`src/rtl/mod_counter_ctrl_pkg.sv`:
```
// Shared definitions for the modulo-N counter controller and its users:
// FSM state encodings and default datapath widths.
package mod_counter_ctrl_pkg;

  // Default counter width; with limit = 15 this gives a mod-16 counter.
  localparam int DEF_WIDTH    = 4;
  // Default width of the period-count field.
  localparam int DEF_REPEAT_W = 4;

  // Controller states. The encoding is fixed so external checkers and
  // other counter users can decode the debug state output directly.
  typedef enum logic [1:0] {
    ST_IDLE = 2'd0,
    ST_RUN  = 2'd1,
    ST_DONE = 2'd2
  } state_e;

endpackage

```
`src/rtl/mod_n_counter.sv`:
```
// Modulo-N up-counter datapath: counts 0..limit and wraps to 0.
// It has no notion of runs or periods; the controller gates it with en/clr.
module mod_n_counter
  import mod_counter_ctrl_pkg::*;
#(
  parameter int WIDTH = DEF_WIDTH
) (
  input  logic             clk,
  input  logic             reset,
  input  logic             en,
  input  logic             clr,
  input  logic [WIDTH-1:0] limit,
  output logic [WIDTH-1:0] count,
  output logic             wrap
);

  logic [WIDTH-1:0] count_q;
  logic [WIDTH-1:0] count_d;

  // Wrap is the cycle in which an enabled counter sits on its terminal value.
  assign wrap  = en && (count_q == limit);
  assign count = count_q;

  // Next count: clear wins, otherwise advance or wrap while enabled.
  always_comb begin
    count_d = count_q;
    if (clr) begin
      count_d = '0;
    end else if (en) begin
      if (wrap) begin
        count_d = '0;
      end else begin
        count_d = count_q + 1'b1;
      end
    end
  end

  // Count register.
  always_ff @(posedge clk) begin
    if (reset) begin
      count_q <= '0;
    end else begin
      count_q <= count_d;
    end
  end

endmodule

```
`src/rtl/mod_counter_ctrl.sv`:
```
// Sequencing controller for the modulo-N counter. Accepts a one-cycle
// command (limit, repeat), runs the counter through that many periods,
// pulses tick per period and done at the end. pause freezes, stop aborts.
//
// Command handshake: a command transfers on a rising edge where
// cmd_valid && cmd_ready are both high. cmd_ready is high only in IDLE;
// cmd_valid seen while cmd_ready is low is dropped, never queued.
module mod_counter_ctrl
  import mod_counter_ctrl_pkg::*;
#(
  parameter int WIDTH    = DEF_WIDTH,
  parameter int REPEAT_W = DEF_REPEAT_W
) (
  input  logic                clk,
  input  logic                reset,
  input  logic                cmd_valid,
  output logic                cmd_ready,
  input  logic [WIDTH-1:0]    cmd_limit,
  input  logic [REPEAT_W-1:0] cmd_repeat,
  input  logic                pause,
  input  logic                stop,
  output logic [WIDTH-1:0]    count,
  output logic                tick,
  output logic                done,
  output logic                busy,
  output state_e              dbg_state
);

  state_e              state_q;
  state_e              state_d;
  logic [WIDTH-1:0]    limit_q;
  logic [WIDTH-1:0]    limit_d;
  logic [REPEAT_W-1:0] repeat_q;
  logic [REPEAT_W-1:0] repeat_d;
  logic [REPEAT_W-1:0] elapsed_q;
  logic [REPEAT_W-1:0] elapsed_d;
  logic [REPEAT_W-1:0] elapsed_inc;

  logic cnt_en;
  logic cnt_clr;
  logic cnt_wrap;

  // The counter only moves in an unpaused, unstopped RUN; anywhere else it
  // is held at 0 so a freshly accepted command always starts from 0.
  assign cnt_en  = (state_q == ST_RUN) && !pause && !stop;
  assign cnt_clr = stop || (state_q != ST_RUN);

  mod_n_counter #(
    .WIDTH (WIDTH)
  ) u_counter (
    .clk   (clk),
    .reset (reset),
    .en    (cnt_en),
    .clr   (cnt_clr),
    .limit (limit_q),
    .count (count),
    .wrap  (cnt_wrap)
  );

  // Status outputs decode straight from registers plus the counter wrap.
  assign tick      = cnt_wrap;
  assign done      = (state_q == ST_DONE);
  assign busy      = (state_q == ST_RUN);
  assign cmd_ready = (state_q == ST_IDLE);
  assign dbg_state = state_q;

  // Next-state, config latch and period bookkeeping.
  always_comb begin
    state_d     = state_q;
    limit_d     = limit_q;
    repeat_d    = repeat_q;
    elapsed_d   = elapsed_q;
    elapsed_inc = elapsed_q + 1'b1;
    case (state_q)
      ST_IDLE: begin
        // stop and pause have no meaning here; only a command moves us.
        if (cmd_valid && cmd_ready) begin
          limit_d   = cmd_limit;
          repeat_d  = cmd_repeat;
          elapsed_d = '0;
          state_d   = ST_RUN;
        end
      end
      ST_RUN: begin
        if (stop) begin
          state_d = ST_DONE;
        end else if (!pause && cnt_wrap) begin
          // repeat == 0 means run forever; elapsed then wraps silently.
          elapsed_d = elapsed_inc;
          if ((repeat_q != '0) && (elapsed_inc == repeat_q)) begin
            state_d = ST_DONE;
          end
        end
      end
      ST_DONE: begin
        state_d = ST_IDLE;
      end
      default: begin
        state_d = ST_IDLE;
      end
    endcase
  end

  // State, config and period registers.
  always_ff @(posedge clk) begin
    if (reset) begin
      state_q   <= ST_IDLE;
      limit_q   <= '0;
      repeat_q  <= '0;
      elapsed_q <= '0;
    end else begin
      state_q   <= state_d;
      limit_q   <= limit_d;
      repeat_q  <= repeat_d;
      elapsed_q <= elapsed_d;
    end
  end

endmodule
```
`config.mk`:
```
export PLATFORM = sky130hd
export DESIGN_NAME = mod_counter_ctrl
export DESIGN_NICKNAME = d
export VERILOG_FILES = /design/src/rtl/mod_counter_ctrl_pkg.sv /design/src/rtl/mod_n_counter.sv /design/src/rtl/mod_counter_ctrl.sv
export SDC_FILE = /design/constraint.sdc
export NUM_CORES = 1
export LEC_CHECK = 0
export ABC_AREA = 1
export CAP_MARGIN = 20
export CORE_ASPECT_RATIO = 0.9
export CORE_MARGIN = 4
export CORE_UTILIZATION = 45
export CTS_BUF_LIST = sky130_fd_sc_hd__clkbuf_4 sky130_fd_sc_hd__clkbuf_8
export CTS_CLUSTER_SIZE = 40
export DETAILED_ROUTE_END_ITERATION = 8
export GPL_TIMING_DRIVEN = 1
export PLACE_DENSITY = 0.77
export REMOVE_ABC_BUFFERS = 1
export SKIP_LAST_GASP = 1
export SYNTH_ARGS = -nofsm -noshare
export SYNTH_HDL_FRONTEND = slang
export SYNTH_SLANG_ARGS = --single-unit
```
`constraint.sdc`:
```
create_clock -name clk -period 1.3 [get_ports clk]
set_clock_uncertainty 0.1 [all_clocks]
set_input_delay 0.13 -clock clk [delete_from_list [all_inputs] [get_ports clk]]
set_output_delay 0.13 -clock clk [all_outputs]
set_load 0.1 [all_outputs]
```
==> results of run 1 <==
[cells by family (layout without fill, tap and decap cells)]
group	after synthesis	count (layout)	share of synthesized area [%]
flip-flops	18	18	37.9
AO/OA/AOI/OAI	23	23	12.4
AND/OR/NAND/NOR	71	71	35.0
XOR/XNOR	2	2	1.84
adder cells (fa/ha/maj)	2	2	2.63
buffers and inverters	25	81	10.1
[how the worst max path moves through the flow]
stage                                   from            to  slack (ns)  cells after the start
after floorplan                 dbg_state[0]    limit_q[0]       -2.10                      4
after global placement                  stop          tick       -0.27                      6
after detailed placement                stop          tick       -0.32                      6
after CTS                         limit_q[2]          tick       -0.24                      7
after global routing            elapsed_q[1]  dbg_state[1]       -0.39                     11
final                     u_counter.count[0]          tick       -0.29                      8
[tightest hold or removal path, delay by kind of cell]
| family | cells | cell delay, ns |
|---|---|---|
| simple gates | 1 | 0.05 |
| buf+inv | 1 | 0.39 |
| compound gates | 1 | 0.13 |
[power breakdown]
part | internal [W] | switching [W] | leakage, nW
clock network | 0.000171 | 0.000206 | 0.0210
logic | 0.000221 | 0.000280 | 0.575
registers | 0.000582 | 0.0000248 | 0.152
total | 0.000975 | 0.000511 | 0.749
[flip-flops by register name, summed over array words and instances, names as in the netlist]
| signal | flops |
|---|---|
| u_counter.count | 4 |
| dbg_state | 2 |
| elapsed_q | 4 |
| limit_q | 4 |
| repeat_q | 4 |
[layer usage]
metal / up-vias / routed length [µm] / global-route usage [%]
met4: 0 / 197 / 13.0
met5: - / 0 / 0
li1: 556 / - / -
met3: 26 / 244 / 3.72
met1: 580 / 1430 / 21.9
met2: 83 / 1870 / 37.5
[final cells by class]
cell class	count	area share, %
well taps	25	1.80
multi-input cells	98	33.6
repair buffers	54	35.3
flip-flops and latches	18	21.7
clock buffers	4	2.09
inverters	23	5.54
[cells in the mapped netlist (all sizes together)]
cell type   n  share of area (%)
nand2      41                 17
nor2       16                8.4
a21boi      1               0.79
xor2        2                1.8
buf         1               0.53
nand3      10                6.6
clkbuf      1               0.39
a21oi      13                6.9
nand4       2                1.3
o21ai       9                4.7
ha          2                2.6
dfxtp      18                 38
clkinv      1               0.53
inv        22                8.7
nand3b      2                2.0
[stage by stage]
stage	hold WS (ns)	std cells	setup TNS (ns)	area (µm²)	utilization, %
global placement	0.351	205	-2.28	1450	74.2
global route	0.332	222	-3.30	1740	89.1
detailed placement	0.362	205	-2.81	1450	74.2
floorplan	0.0969	139	-34.05	941	-
CTS	0.335	220	-1.01	1630	83.5
finish	0.324	222	-2.13	1740	89.1
[what timing repair did]
item,4_1_cts,5_1_grt
pin swaps,5,10
gates resized for setup,23,40
endpoints found under the setup margin,14,21
buffers inserted,11,7
==> qor.csv, run 1 <==
metric;value;unit
Leak Pwr;0.749;nW
commonest non-fill, non-tap cell in the layout;nand2_1;
ANT cells;0;
vias in the first global route;1086;
Iteration-0 DRC Markers;54;
Worst slew margin;80.4;%
Die Area;0.00291;mm²
crit path cell chain;inv_2, nand2_2, nand2_2, nand3_2, inv_2, nand3_4, clkinv_4, buf_12;
Vias;1245;
Final ANT Viol Nets;0;
Max FO, Critical Path;3;
max-cap check violation count;0;
worst r2r dst;dbg_state[1];
Yosys Warn Count;0;
final total power;0.00149;W
Reg area;377;µm²
Post-route DRC;0;
syn_area_per_cell;6.74;µm²
clk slew on worst S/H paths;0.12;ns
Power Dens Cells;854;mW/mm²
hold_buf cts;0;
Root Buffer;clkbuf_4;
site row count;15;
unrepaired setup endpoints after global routing;yes;
drt pass-1 iters;4;
Fillers;81;
DP HPWL;1800;µm
Area growth, synth to finish;83.1;%
CP max stage cell;dfxtp_2;
CTS Buf Count;3;
pin count of the biggest net entering global routing;21;
WL/cell;16.9;µm
CP peak stage delay;0.36;ns
Worst R2R Path Depth;11;
clk buf depth;2;
gr usage total;20.6;%
Skew-Pair Late Insertion Delay;0.31;ns
Avg Vias per Cell;5.61;
Min-Delay Path Class;input pin to flop;
Fmax;627;MHz
Peak supply drop;0.000808;V
outcome;finished with violations;
initial antenna violation count;0;
Fin. Hold Viols;0;
setup ws final;-0.295;ns
Initial Util;48.7;%
Final Wtd Congestion;0.877;
die width;56.4;µm
violated checks;negative setup slack;
CP Capture Type;output port;
Mapped Area;950;µm²
crit path DAT;1.36;ns
Die Y;51.6;µm
first-pass GRT wire length;4630;µm
footprint of the multi-input gates;584;µm²
most frequent cells in the layout;nand2_1 (32), buf_4 (20), inv_1 (15);
htree depth;1;
io pins;23;
PortBufs;22;
Crit path buffers/inverters;4;
Clock Sinks;18;
ratio of cells with drive above 1 in the final layout;46.2;%
grt ovf;0;
WP data required;1.07;ns
CTS tree;yes;
R2R Setup Slk;-0.29;ns
R2R Path Start;elapsed_q[1];
synth unique cells;21;
Final Cycle Share;123;%
part of the Yosys area used for sequential elements;37.9;%
flops & latches, synth;18;
setup violators final;16;
WHS Path Cells;3;
setup slack at placement;-0.320;ns
Hold Path Sink;repeat_q[2];
final WL;3740;µm
core region area;0.00195;mm²
Tmin final;1.59;ns
min-delay src;cmd_repeat[2];
pins over their slew limit;0;
CP delay by family, top;buffers and inverters;
crit start category;flop;
Gate Count Post-Synth;141;
nets;213;
Setup CP Type;flop to output port;
Slew @ Worst Pin;0.293;ns
No activity file was read; power rests on OpenSTA's default activity.
==> run 2, diff against run 1 <==
--- a/config.mk
+++ b/config.mk
@@ -13,7 +13,6 @@
 export CTS_BUF_LIST = sky130_fd_sc_hd__clkbuf_4 sky130_fd_sc_hd__clkbuf_8
 export CTS_CLUSTER_SIZE = 40
 export DETAILED_ROUTE_END_ITERATION = 8
-export GPL_TIMING_DRIVEN = 1
 export PLACE_DENSITY = 0.77
 export REMOVE_ABC_BUFFERS = 1
 export SKIP_LAST_GASP = 1
==> results of run 2 <==
Final layout, timing and power as in run 1 (identical DEF).
==> run 3, diff against run 2 <==
--- a/config.mk
+++ b/config.mk
@@ -6,7 +6,7 @@
 export NUM_CORES = 1
 export LEC_CHECK = 0
 export ABC_AREA = 1
-export CAP_MARGIN = 20
+export CAP_MARGIN = 0
 export CORE_ASPECT_RATIO = 0.9
 export CORE_MARGIN = 4
 export CORE_UTILIZATION = 45
==> results of run 3 <==
Final layout, timing and power as in run 1 (identical DEF).
